`src/rtl/bus_arb_pkg.sv`:
```
// Shared definitions for the round-robin bus arbiter.
//   arb_state_e : arbiter state encoding (ST_IDLE, ST_GRANT, ST_PARK)
//   onehot()    : index -> one-hot vector, MAX_INPUT bits wide; callers cast it down to their width
package bus_arb_pkg;

    typedef enum logic [1:0] {
        ST_IDLE  = 2'd0,
        ST_GRANT = 2'd1,
        ST_PARK  = 2'd2
    } arb_state_e;

    localparam int unsigned MAX_INPUT = 32;

    function automatic logic [MAX_INPUT-1:0] onehot(input int unsigned idx);
        onehot = MAX_INPUT'(1) << idx;
    endfunction

endpackage

```
`src/rtl/rr_priority_pick.sv`:
```
// Combinational round-robin pick: the first set request bit searching upward from
// (last + 1) mod NUM_INPUT, wrapping.
//   req     : request vector, bit i = source i
//   last    : index of the previous winner
//   winner  : chosen index; equals last when nothing is requested
//   any_req : at least one request bit set
module rr_priority_pick
    import bus_arb_pkg::*;
#(
    parameter int unsigned NUM_INPUT = 8,
    parameter int unsigned SEL_BIT   = 3
) (
    input  logic [NUM_INPUT-1:0] req,
    input  logic [SEL_BIT-1:0]   last,
    output logic [SEL_BIT-1:0]   winner,
    output logic                 any_req
);

    always_comb begin
        int unsigned idx;
        winner  = last;
        any_req = |req;
        // Walk from the farthest candidate to the nearest; the last hit is the nearest.
        for (int unsigned i = NUM_INPUT; i > 0; i--) begin
            idx = (32'(last) + i) % NUM_INPUT;
            if (|(req & (NUM_INPUT'(1) << idx))) begin
                winner = SEL_BIT'(idx);
            end
        end
    end

endmodule

```
`src/rtl/bus_arbiter_rr.sv`:
```
// Round-robin arbiter driving the select lines of the shared tristate data bus.
// Grants one source at a time, holds the grant while the owner keeps requesting,
// and inserts one PARK cycle between owners so two drivers never overlap.
//   clk           : system clock
//   rst_n         : asynchronous active-low reset
//   req_in        : per-source level requests
//   grant_out     : registered one-hot grant, zero when no owner
//   sel_out       : registered index of current/last owner (mux select)
//   bus_valid_out : high while an owner holds the bus
//   timeout_out   : one-cycle pulse when a grant is revoked for holding too long
// Optional: define BUS_ARB_TIMEOUT_EN to revoke a grant after MAX_HOLD cycles.
module bus_arbiter_rr
    import bus_arb_pkg::*;
#(
    parameter int unsigned NUM_INPUT = 8,
    parameter int unsigned SEL_BIT   = 3,
    parameter int unsigned MAX_HOLD  = 16
) (
    input  logic                 clk,
    input  logic                 rst_n,
    input  logic [NUM_INPUT-1:0] req_in,
    output logic [NUM_INPUT-1:0] grant_out,
    output logic [SEL_BIT-1:0]   sel_out,
    output logic                 bus_valid_out,
    output logic                 timeout_out
);

    if (NUM_INPUT > (1 << SEL_BIT)) begin : g_bad_sel
        $error("NUM_INPUT does not fit in SEL_BIT select bits");
    end
    if (MAX_HOLD < 2) begin : g_bad_hold
        $error("MAX_HOLD must be at least 2");
    end

    localparam logic [SEL_BIT-1:0] LAST_RST = SEL_BIT'(NUM_INPUT - 1);

    arb_state_e             state_q, state_d;
    logic [NUM_INPUT-1:0]   grant_q, grant_d;
    logic [SEL_BIT-1:0]     sel_q, sel_d;
    logic [SEL_BIT-1:0]     last_q, last_d;
    logic                   valid_q, valid_d;
    logic [SEL_BIT-1:0]     winner;
    logic                   any_req;
    logic                   owner_req;

    rr_priority_pick #(
        .NUM_INPUT (NUM_INPUT),
        .SEL_BIT   (SEL_BIT)
    ) u_pick (
        .req     (req_in),
        .last    (last_q),
        .winner  (winner),
        .any_req (any_req)
    );

    // Grant is one-hot, so masking avoids indexing req_in with sel.
    assign owner_req = |(req_in & grant_q);

`ifdef BUS_ARB_TIMEOUT_EN
    localparam int unsigned    HOLD_W    = $clog2(MAX_HOLD);
    localparam logic [HOLD_W-1:0] HOLD_LAST = HOLD_W'(MAX_HOLD - 1);

    // hold_q is 0 in the first visible grant cycle, so HOLD_LAST marks MAX_HOLD cycles held.
    logic [HOLD_W-1:0] hold_q, hold_d;
    logic              timeout_q, timeout_d;

    always_ff @(posedge clk or negedge rst_n) begin
        if (!rst_n) begin
            hold_q    <= '0;
            timeout_q <= 1'b0;
        end else begin
            hold_q    <= hold_d;
            timeout_q <= timeout_d;
        end
    end

    assign timeout_out = timeout_q;
`else
    assign timeout_out = 1'b0;
`endif

    always_comb begin
        state_d = state_q;
        grant_d = grant_q;
        sel_d   = sel_q;
        last_d  = last_q;
        valid_d = valid_q;
`ifdef BUS_ARB_TIMEOUT_EN
        hold_d    = hold_q;
        timeout_d = 1'b0;
`endif
        case (state_q)
            ST_IDLE: begin
`ifdef BUS_ARB_TIMEOUT_EN
                hold_d = '0;
`endif
                if (any_req) begin
                    state_d = ST_GRANT;
                    grant_d = NUM_INPUT'(onehot(32'(winner)));
                    sel_d   = winner;
                    last_d  = winner;
                    valid_d = 1'b1;
                end
            end
            ST_GRANT: begin
                if (!owner_req) begin
                    state_d = ST_PARK;
                    grant_d = '0;
                    valid_d = 1'b0;
                end
`ifdef BUS_ARB_TIMEOUT_EN
                else if (hold_q == HOLD_LAST) begin
                    state_d   = ST_PARK;
                    grant_d   = '0;
                    valid_d   = 1'b0;
                    timeout_d = 1'b1;
                end else begin
                    hold_d = hold_q + 1'b1;
                end
`endif
            end
            ST_PARK: begin
                state_d = ST_IDLE;
            end
            default: begin
                state_d = ST_IDLE;
                grant_d = '0;
                valid_d = 1'b0;
            end
        endcase
    end

    always_ff @(posedge clk or negedge rst_n) begin
        if (!rst_n) begin
            state_q <= ST_IDLE;
            grant_q <= '0;
            sel_q   <= '0;
            last_q  <= LAST_RST;
            valid_q <= 1'b0;
        end else begin
            state_q <= state_d;
            grant_q <= grant_d;
            sel_q   <= sel_d;
            last_q  <= last_d;
            valid_q <= valid_d;
        end
    end

    assign grant_out     = grant_q;
    assign sel_out       = sel_q;
    assign bus_valid_out = valid_q;

endmodule

```
`config.mk`:
```
export PLATFORM = sky130hd
export DESIGN_NAME = bus_arbiter_rr
export DESIGN_NICKNAME = d
export VERILOG_FILES = /design/src/rtl/bus_arb_pkg.sv /design/src/rtl/rr_priority_pick.sv /design/src/rtl/bus_arbiter_rr.sv
export SDC_FILE = /design/constraint.sdc
export NUM_CORES = 1
export LEC_CHECK = 0
export ABC_AREA = 1
export BUFFER_PORTS_ARGS = -buffer_cell sky130_fd_sc_hd__buf_2
export CORE_ASPECT_RATIO = 1.5
export CORE_MARGIN = 1
export CORE_UTILIZATION = 50
export CTS_CLUSTER_DIAMETER = 50
export DETAILED_ROUTE_END_ITERATION = 16
export PLACE_DENSITY_LB_ADDON = 0.1
export REMOVE_ABC_BUFFERS = 1
export SETUP_SLACK_MARGIN = 0.5
export SLEW_MARGIN = 20
export SYNTH_ARGS = -nofsm -noshare
export SYNTH_HDL_FRONTEND = slang
export SYNTH_SLANG_ARGS = --single-unit
```
`constraint.sdc`:
```
create_clock -name clk -period 2.77 [get_ports clk]
set_clock_uncertainty 0.05 [all_clocks]
set_input_delay 0.4155 -clock clk [delete_from_list [all_inputs] [get_ports clk]]
set_output_delay 0.4155 -clock clk [all_outputs]
set_load 0.02 [all_outputs]
```
# == Word-level counts from Yosys, hierarchy flattened ==
# Cells that the tools add are included.
# W data, S select, Z words.
# word_totals
word_cells,67
ff_bits,17
# op_classes
n_addsub,8
eq_ne,4
mux,17
shift,9
n_reduce_logical,14
bitwise,10
# ops
op,n
$reduce_or A8 Y1,10
$and A8 B8 Y8,9
$shl A1 B3 Y8 const A,9
$mux W3,8
$pmux W8 S3,1
$mux W8,2
$add A3 B3 Y3 const B,4
$add A3 B1 Y3 const B,2
$add A3 B2 Y3 const B,2
$mux W2,2
$ne A2 B2 Y1 const B,2
$pmux W2 S2,1
$reduce_and A2 Y1,2
$pmux W1 S3,1
$reduce_and A3 Y1,1
$eq A2 B1 Y1 const B,1
$eq A2 B2 Y1 const B,1
$logic_not A2 Y1,1
$mux W1,2
$not A1 Y1,1

# == Depth between registers and ports, before layout ==
# Gate-level depths: netlist (run 1).
# logic_depth
ltp_word,15
ltp_mapped,21

# == Modules after synthesis ==
# From an unflattened synthesis (run 1), not the netlist that was laid out.
# hier_totals
cells_unflattened,284
hier_area_um2,1789.2
# by_module_without_submodules
mod,instances,cells_each,area_per_inst_um2
rr_priority_pick,1,184,962.2
bus_arbiter_rr,1,100,827.0

# == Least setup slack after synthesis (run 1) ==
# OpenSTA, ideal clock, no wires.
# synth_timing
path_type,register to register
from,reg last_q[1]
to,"reg grant_q[4], in the netlist grant_out[4]"
t_arrival_ns,2.330
slack_ns,0.324
t_required_ns,2.654
synth_period_minus_slack_ns,2.446
stages_incl_launch_ff,21
setup_ns,0.066
path_buffers,1
cell_sequence,dfstp_2 ha_1 ha_1 buf_2 inv_1 nand3_1 nand2_1 nor2_1 nand2_1 inv_1 nand2_1 nand2_1 nand2_1 nand2_1 nand2_1 nand2_1 nand2_2 inv_1 nor2_1 nand3_1 nand2_1
# synth_via
elab_chain_cells,15
elab_cells_between_ends,43
cone_classes,8 x add/sub; 9 x shift; 10 x mux; 8 x bitwise; 8 x reduce/logical
# synth_rtl
item,line_no,rtl
"start, declared",bus_arbiter_rr.sv:40,"logic [SEL_BIT-1:0] last_q, last_d;"
"start signal, assigned",bus_arbiter_rr.sv:144,last_q <= last_d;
$add A3 B1 Y3,rr_priority_pick.sv:25,idx = (32'(last) + i) % NUM_INPUT;
$shl A1 B3 Y8,rr_priority_pick.sv:26,if (|(req & (NUM_INPUT'(1) << idx))) begin
$and A8 B8 Y8,rr_priority_pick.sv:26,
$reduce_or A8 Y1,rr_priority_pick.sv:26,
$mux W3 (7 in series),rr_priority_pick.sv:26,
$mux W3 (*),rr_priority_pick.sv:26,
$shl A1 B3 Y8 (*),bus_arb_pkg.sv:15,onehot = MAX_INPUT'(1) << idx;
$mux W8 (*),bus_arbiter_rr.sv:97,if (any_req) begin
$pmux W8 S3 (*),bus_arbiter_rr.sv:92,case (state_q)
"end signal, assigned",bus_arbiter_rr.sv:142,grant_q <= grant_d;
"end, declared",bus_arbiter_rr.sv:38,"logic [NUM_INPUT-1:0] grant_q, grant_d;"
# Mark *: on every way between the ends. The rest lies on a longest branch, timed or not. The select of a mux whose other input is x is not followed.
# A chain may end at the register's enable or synchronous reset.

# == Final worst setup path (run 1) ==
# layout_timing
from,reg last_q[0]
to,"reg grant_q[6], in the netlist grant_out[6]"
# The elaborated chain is that of the path after synthesis.

==> flow_summary.yaml, run 1 <==
outcome:
  outcome: "complete, no violations"
hold_path:
  min_path_type: "input pin to async pin"
sta:
  period_minus_slack_ns: 2.500
  finalMaxSlewViolations: 0
  hold_violations: 0
  tightestPinTransition_ns: 0.5138
  rsz0062_at_grt: "yes"
  final.period_utilization: 0.9026
  fmax_mhz: 400.0
  finalSetupViolations: 0
  whs_ns: 0.02331
  setup_ws_ns: 0.2697
  tns_ns: 0
  relSlewSlack: 0.6560
floorplanning:
  rows: 25
  design.core.area_um2: 3159
  io_pins: 23
  die_height_um: 72.87
  die_area_um2: 3588
  dieWidth_um: 49.25
  start_util: 0.5299
detailed_routing:
  wl_per_cell_um: 15.70
  viasPerCell: 5.663
  drtPass1Iterations: 4
  drtIter0Drc: 71
  drt-total-wl_um: 5448
  drcViolationCount: 0
  num_vias: 1965
  drtAntennaViolNets: 0
logic_synthesis:
  synth_warnings: 0
  ys_seq_area_frac: 0.2564
  ys_ff_latch: 17
  ys_top_cells_by_area: "dfrtp_1, nand2_1, nand3_1"
  netlist_area_um2: 1674
  synth_top_flop_cell: "dfrtp_1"
  synth-edff-count: 0
  async_reset_ff_frac: 1.000
  syn_inst: 275
  post_synth_num_cell_types: 29
  synth_area_leader_cell: "dfrtp_1"
  yosysTopAreaCellShare: 0.2093
  postSynthAreaPerCell_um2: 6.088
clocking:
  cts-buffers-inserted: 3
  clk_latency_ns: 0.25
  clk_pin_slew_ns: 0.07
  clockBufferDepth: 2
  h-tree-depth: 1
  cts_tree: "done"
  clock_sinks: 17
  cts_root_buf: "clkbuf_8"
place:
  gp_congestion: 0.9008
  port_buffers: 21
  hpwl_um: 3529
  pre_cts_slack_ns: 0.06263
global_routing:
  overflow: 0
  grt_antenna_before_repair: 0
  grt_first_pass_wirelength_um: 8286
  grt_max_degree: 18
  grt.total_usage: 0.3026
  grt_pass1_vias: 1742
cells_and_area:
  drive_gt1_frac: 0.3485
  finish.utilization: 0.7053
  diodes: 0
  syn_to_final_growth_pct: 33.11
  nFillCells: 282
  nNetsFinal: 326
setup_path:
  critPathBufInv: 2
  path_cells: "inv_4, ha_4, nand2_4, nand2_4, nand3_1, nand2_1, nor2_4, nand2_1, nand2_1, nand3_1, nand2_1, nand2_1, nand2_1, nand2_1, nand2_1, nand2_2, nand2_2, inv_2, nand3_2, nand2_1"
  critPathMaxFanout: 8
  crit_path_end_kind: "register"
  cp_slowest_cell: "dfstp_2"
  crit_path_start_kind: "register"
  path_class: "register to register"
  max_stage_delay_ns: 0.61
  cp_common_cell: "nand2_1"
  cp.required_ns: 2.85
  cp_data_arrival_time_ns: 2.58
  critical-path-top-delay-family: "simple AND/OR/NAND/NOR gates"
job:
  cap_violations: 0
[layer usage]
metal,global-route usage,share of wire,vias up
met4,0.1830,0.038,0
met5,0,0,-
met1,0.3438,0.39,899
li1,-,-,961
met2,0.5464,0.52,87
met3,0.02083,0.051,18
[cells in the mapped netlist (2+ instances only)]
master / number
nand2_2: 3
nor2_1: 20
a21oi_1: 10
dfrtp_1: 14
buf_2: 4
clkbuf_1: 9
nand3_1: 47
o21bai_1: 4
ha_1: 8
nand2_4: 3
nor4_1: 2
o21ai_0: 5
o211ai_1: 2
inv_1: 30
nand2_1: 86
o31ai_1: 2
nor3_1: 4
dfstp_2: 3
nand4_1: 9
[metrics by stage]
stage                     std cells  area [µm²]
after floorplan                 260        1609
after global routing            347        2228
after detailed placement        327        1809
after CTS                       342        2151
after global placement          327        1809
final                           347        2228
[cell type report]
cell class,count,area (µm²),area share
clock buffer,4,45.04,0.02021
multi-input combinational,212,1304,0.5851
sequential,17,429.2,0.1926
timing repair buffer,43,274.0,0.1230
tap,40,50.05,0.02246
inverter,31,126.4,0.05671
[worst reg2reg max path: stages (launching register included)]
cell and delay, ns:
dfstp_2 0.61, inv_4 0.09, ha_4 0.18, nand2_4 0.08, nand2_4 0.09, nand3_1 0.08
nand2_1 0.09, nor2_4 0.17, nand2_1 0.09, nand2_1 0.08, nand3_1 0.10, nand2_1 0.08
nand2_1 0.05, nand2_1 0.05, nand2_1 0.07, nand2_1 0.08, nand2_2 0.09, nand2_2 0.11
inv_2 0.04, nand3_2 0.05, nand2_1 0.05
[path summary, 6_finish.rpt]
path	from	end	slack [ns]	depth (start not counted)
worst max register to register	last_q[0]$_DFFE_PN1P_	grant_out[6]$_DFFE_PN0P_	0.27	20
min in group clk	sel_out[1]$_DFFE_PN0P_	sel_out[1]$_DFFE_PN0P_	0.43	2
worst min-delay path	rst_n	sel_out[1]$_DFFE_PN0P_	0.02	1
worst max-delay path	last_q[0]$_DFFE_PN1P_	grant_out[6]$_DFFE_PN0P_	0.27	20
worst min register to register	sel_out[1]$_DFFE_PN0P_	sel_out[1]$_DFFE_PN0P_	0.43	2
max in group asynchronous	rst_n	last_q[2]$_DFFE_PN1P_	2.34	1
[cells in the final DEF, fill, tap and decap left out, drive strengths merged]
cell | netlist | layout
clkbuf | 9 | 4
a22oi | 1 | 1
nor2 | 21 | 21
inv | 31 | 31
o31ai | 2 | 2
o21bai | 4 | 4
o2111a | 1 | 1
dfrtp | 14 | 14
o211ai | 2 | 2
nand4 | 9 | 9
a21oi | 10 | 10
nand3 | 47 | 47
a22o | 1 | 1
buf | 6 | 43
dfstp | 3 | 3
nor3 | 4 | 4
conb | 1 | 1
ha | 8 | 8
nor4 | 2 | 2
a311oi | 1 | 1
o21ai | 5 | 5
nand2 | 92 | 92
a211oi | 1 | 1
[timing repair]
action	4_1_cts	5_1_grt
pin swaps	24	5
resized for setup	58	15
hold endpoints to repair	0	0
hold buffers	0	0
setup endpoints to repair	14	14
setup buffers	11	5
[state kept, by name, indices dropped and copies added, names as in the netlist]
| name | flops |
|---|---|
| state_q | 2 |
| grant_out | 8 |
| bus_valid_out | 1 |
| last_q | 3 |
| sel_out | 3 |
[cell families after synthesis]
family	count (synthesis)	synth area share
AO/OA/AOI/OAI	28	0.1069
adder cells (fa/ha/maj)	8	0.05979
buffers and inverters	46	0.1084
flip-flops	17	0.2564
other	1	0.002240
AND/OR/NAND/NOR	175	0.4664
Power of run 1 is not shown: default switching activity piles up to over one toggle a cycle in this logic, so the estimate is an artifact.
==> run 2: changes to the inputs <==
--- a/config.mk
+++ b/config.mk
@@ -13,6 +13,7 @@
 export CTS_CLUSTER_DIAMETER = 50
 export DETAILED_ROUTE_END_ITERATION = 16
 export PLACE_DENSITY_LB_ADDON = 0.1
+export RECOVER_POWER = 25
 export REMOVE_ABC_BUFFERS = 1
 export SETUP_SLACK_MARGIN = 0.5
 export SLEW_MARGIN = 20
==> run 2 against run 1 <==
  * Design area about the same
  * Sequential share of layout area about the same
  * Die area unchanged
  * Flip-flop and latch count unchanged
  * Utilization about the same
  * Cell count unchanged
  * Maximum frequency about the same
  * Register-to-register slack about the same
  * Wire length about the same
  * First-iteration DRC count unchanged
  * Critical path type unchanged
  * Critical endpoint unchanged
==> flow_summary.yaml, run 2 (synthesis gave the netlist of run 1 again) <==
setup_path:
  cp_common_cell: "nand2_1"
  crit_path_end_kind: "register"
  cp_slowest_cell: "dfstp_2"
  crit_path_start_kind: "register"
  rr_worst_depth: 20
  ff2ff_setup_slack_ns: 0.27
  cp.required_ns: 2.85
  r2r_start: "last_q[0]$_DFFE_PN1P_"
  path_class: "register to register"
  critPathBufInv: 2
  path_cells: "inv_4, ha_4, nand2_4, nand2_4, nand3_1, nand2_1, nor2_4, nand2_1, nand2_1, nand3_1, nand2_1, nand2_1, nand2_1, nand2_1, nand2_1, nand2_2, nand2_2, inv_2, nand3_2, nand2_1"
  rr_endpoint: "grant_out[6]$_DFFE_PN0P_"
  max_stage_delay_ns: 0.61
  cp_data_arrival_time_ns: 2.58
  critPathMaxFanout: 8
  critical-path-top-delay-family: "simple AND/OR/NAND/NOR gates"
clocking:
  ctsHoldBuffers: 0
  clock_sinks: 17
  cts_root_buf: "clkbuf_8"
  cts-buffers-inserted: 3
  clk_latency_ns: 0.25
  h-tree-depth: 1
  clk_pin_slew_ns: 0.07
  clockBufferDepth: 2
  cts_tree: "done"
detailed_routing:
  drtIter0Drc: 71
  viasPerCell: 5.663
  drtPass1Iterations: 4
  wl_per_cell_um: 15.70
  dr_wl_met3_um: 277
  num_vias: 1965
  m1WireLength_um: 2115
  top_layer_used: "met4"
  drt-total-wl_um: 5449
  drcViolationCount: 0
  dr_wl_met2_um: 2848
  drtAntennaViolNets: 0
floorplanning:
  io_pins: 23
  start_util: 0.5299
  rows: 25
  dieWidth_um: 49.25
  die_area_um2: 3588
  design.core.area_um2: 3159
  die_height_um: 72.87
place:
  port_buffers: 21
  dp_cells: 327
  hpwl_um: 3529
  gp_congestion: 0.9008
cells_and_area:
  largest_reg_flops: 8
  multi_input_area_um2: 1304
  drive_gt1_frac: 0.3453
  final_cell_mix: "nand2_1, nand3_1, buf_4"
  nNetsFinal: 326
  regArea_um2: 429.2
  nFillCells: 283
  syn_to_final_growth_pct: 33.03
  finish.utilization: 0.7050
  diodes: 0
  final_common_cell: "nand2_1"
  stdcell_count: 347
global_routing:
  grt_first_pass_wirelength_um: 8286
  grt_max_degree: 18
  grt_antenna_before_repair: 0
  grt_pass1_vias: 1742
  overflow: 0
  grt.total_usage: 0.3026
hold_path:
  min_path_type: "input pin to async pin"
sta:
  rsz0062_at_grt: "yes"
  finalMaxSlewViolations: 0
  final.period_utilization: 0.9026
  period_minus_slack_ns: 2.500
  tightestPinTransition_ns: 0.8931
  hold_violations: 0
  fmax_mhz: 400.0
  tns_ns: 0
  finalSetupViolations: 0
  relSlewSlack: 0.4046
job:
  cap_violations: 0
outcome:
  outcome: "complete, no violations"
## run 2: worst max path at each step
stage	slack [ns]	start	cells after the start	to
6_report	0.27	last_q[0]$_DFFE_PN1P_	20	grant_out[6]$_DFFE_PN0P_
5_1_grt	0.13	last_q[0]$_DFFE_PN1P_	21	grant_out[6]$_DFFE_PN0P_
4_1_cts	0.37	last_q[0]$_DFFE_PN1P_	18	grant_out[6]$_DFFE_PN0P_
3_5_place_dp	0.06	last_q[1]$_DFFE_PN1P_	18	grant_out[5]$_DFFE_PN0P_
3_3_place_gp	0.07	last_q[1]$_DFFE_PN1P_	18	grant_out[5]$_DFFE_PN0P_
2_1_floorplan	0.33	last_q[1]$_DFFE_PN1P_	19	grant_out[4]$_DFFE_PN0P_
## run 2: stage by stage
stage / area [µm²] / setup slack, ns / hold slack (ns)
2_1_floorplan: 1609 / 0.3346 / 0.06991
3_3_place_gp: 1809 / 0.07080 / 0.2982
3_5_place_dp: 1809 / 0.06263 / 0.2994
4_1_cts: 2151 / 0.3651 / 0.03368
5_1_grt: 2227 / 0.1342 / 0.2966
6_report: 2227 / 0.2699 / 0.2140
## run 2: layer usage
| metal | GRT usage | vias up |
|---|---|---|
| met5 | 0 | - |
| met4 | 0.1830 | 0 |
| met3 | 0.02083 | 18 |
| met2 | 0.5464 | 87 |
| met1 | 0.3438 | 899 |
| li1 | - | 961 |
## run 2: final cells by class
type | instances | share of cell area
Clock buffer | 4 | 0.02022
Tap cell | 40 | 0.02247
Multi-Input combinational cell | 212 | 0.5854
Timing Repair Buffer | 43 | 0.1225
Sequential cell | 17 | 0.1927
Inverter | 31 | 0.05674
## run 2: repair_timing
| action | in CTS | in global routing |
|---|---|---|
| setup endpoints to repair | 14 | 14 |
| pin swaps | 24 | 5 |
| resized for setup | 58 | 15 |
| setup buffers | 11 | 5 |
Power of run 2 is left out for the same reason.
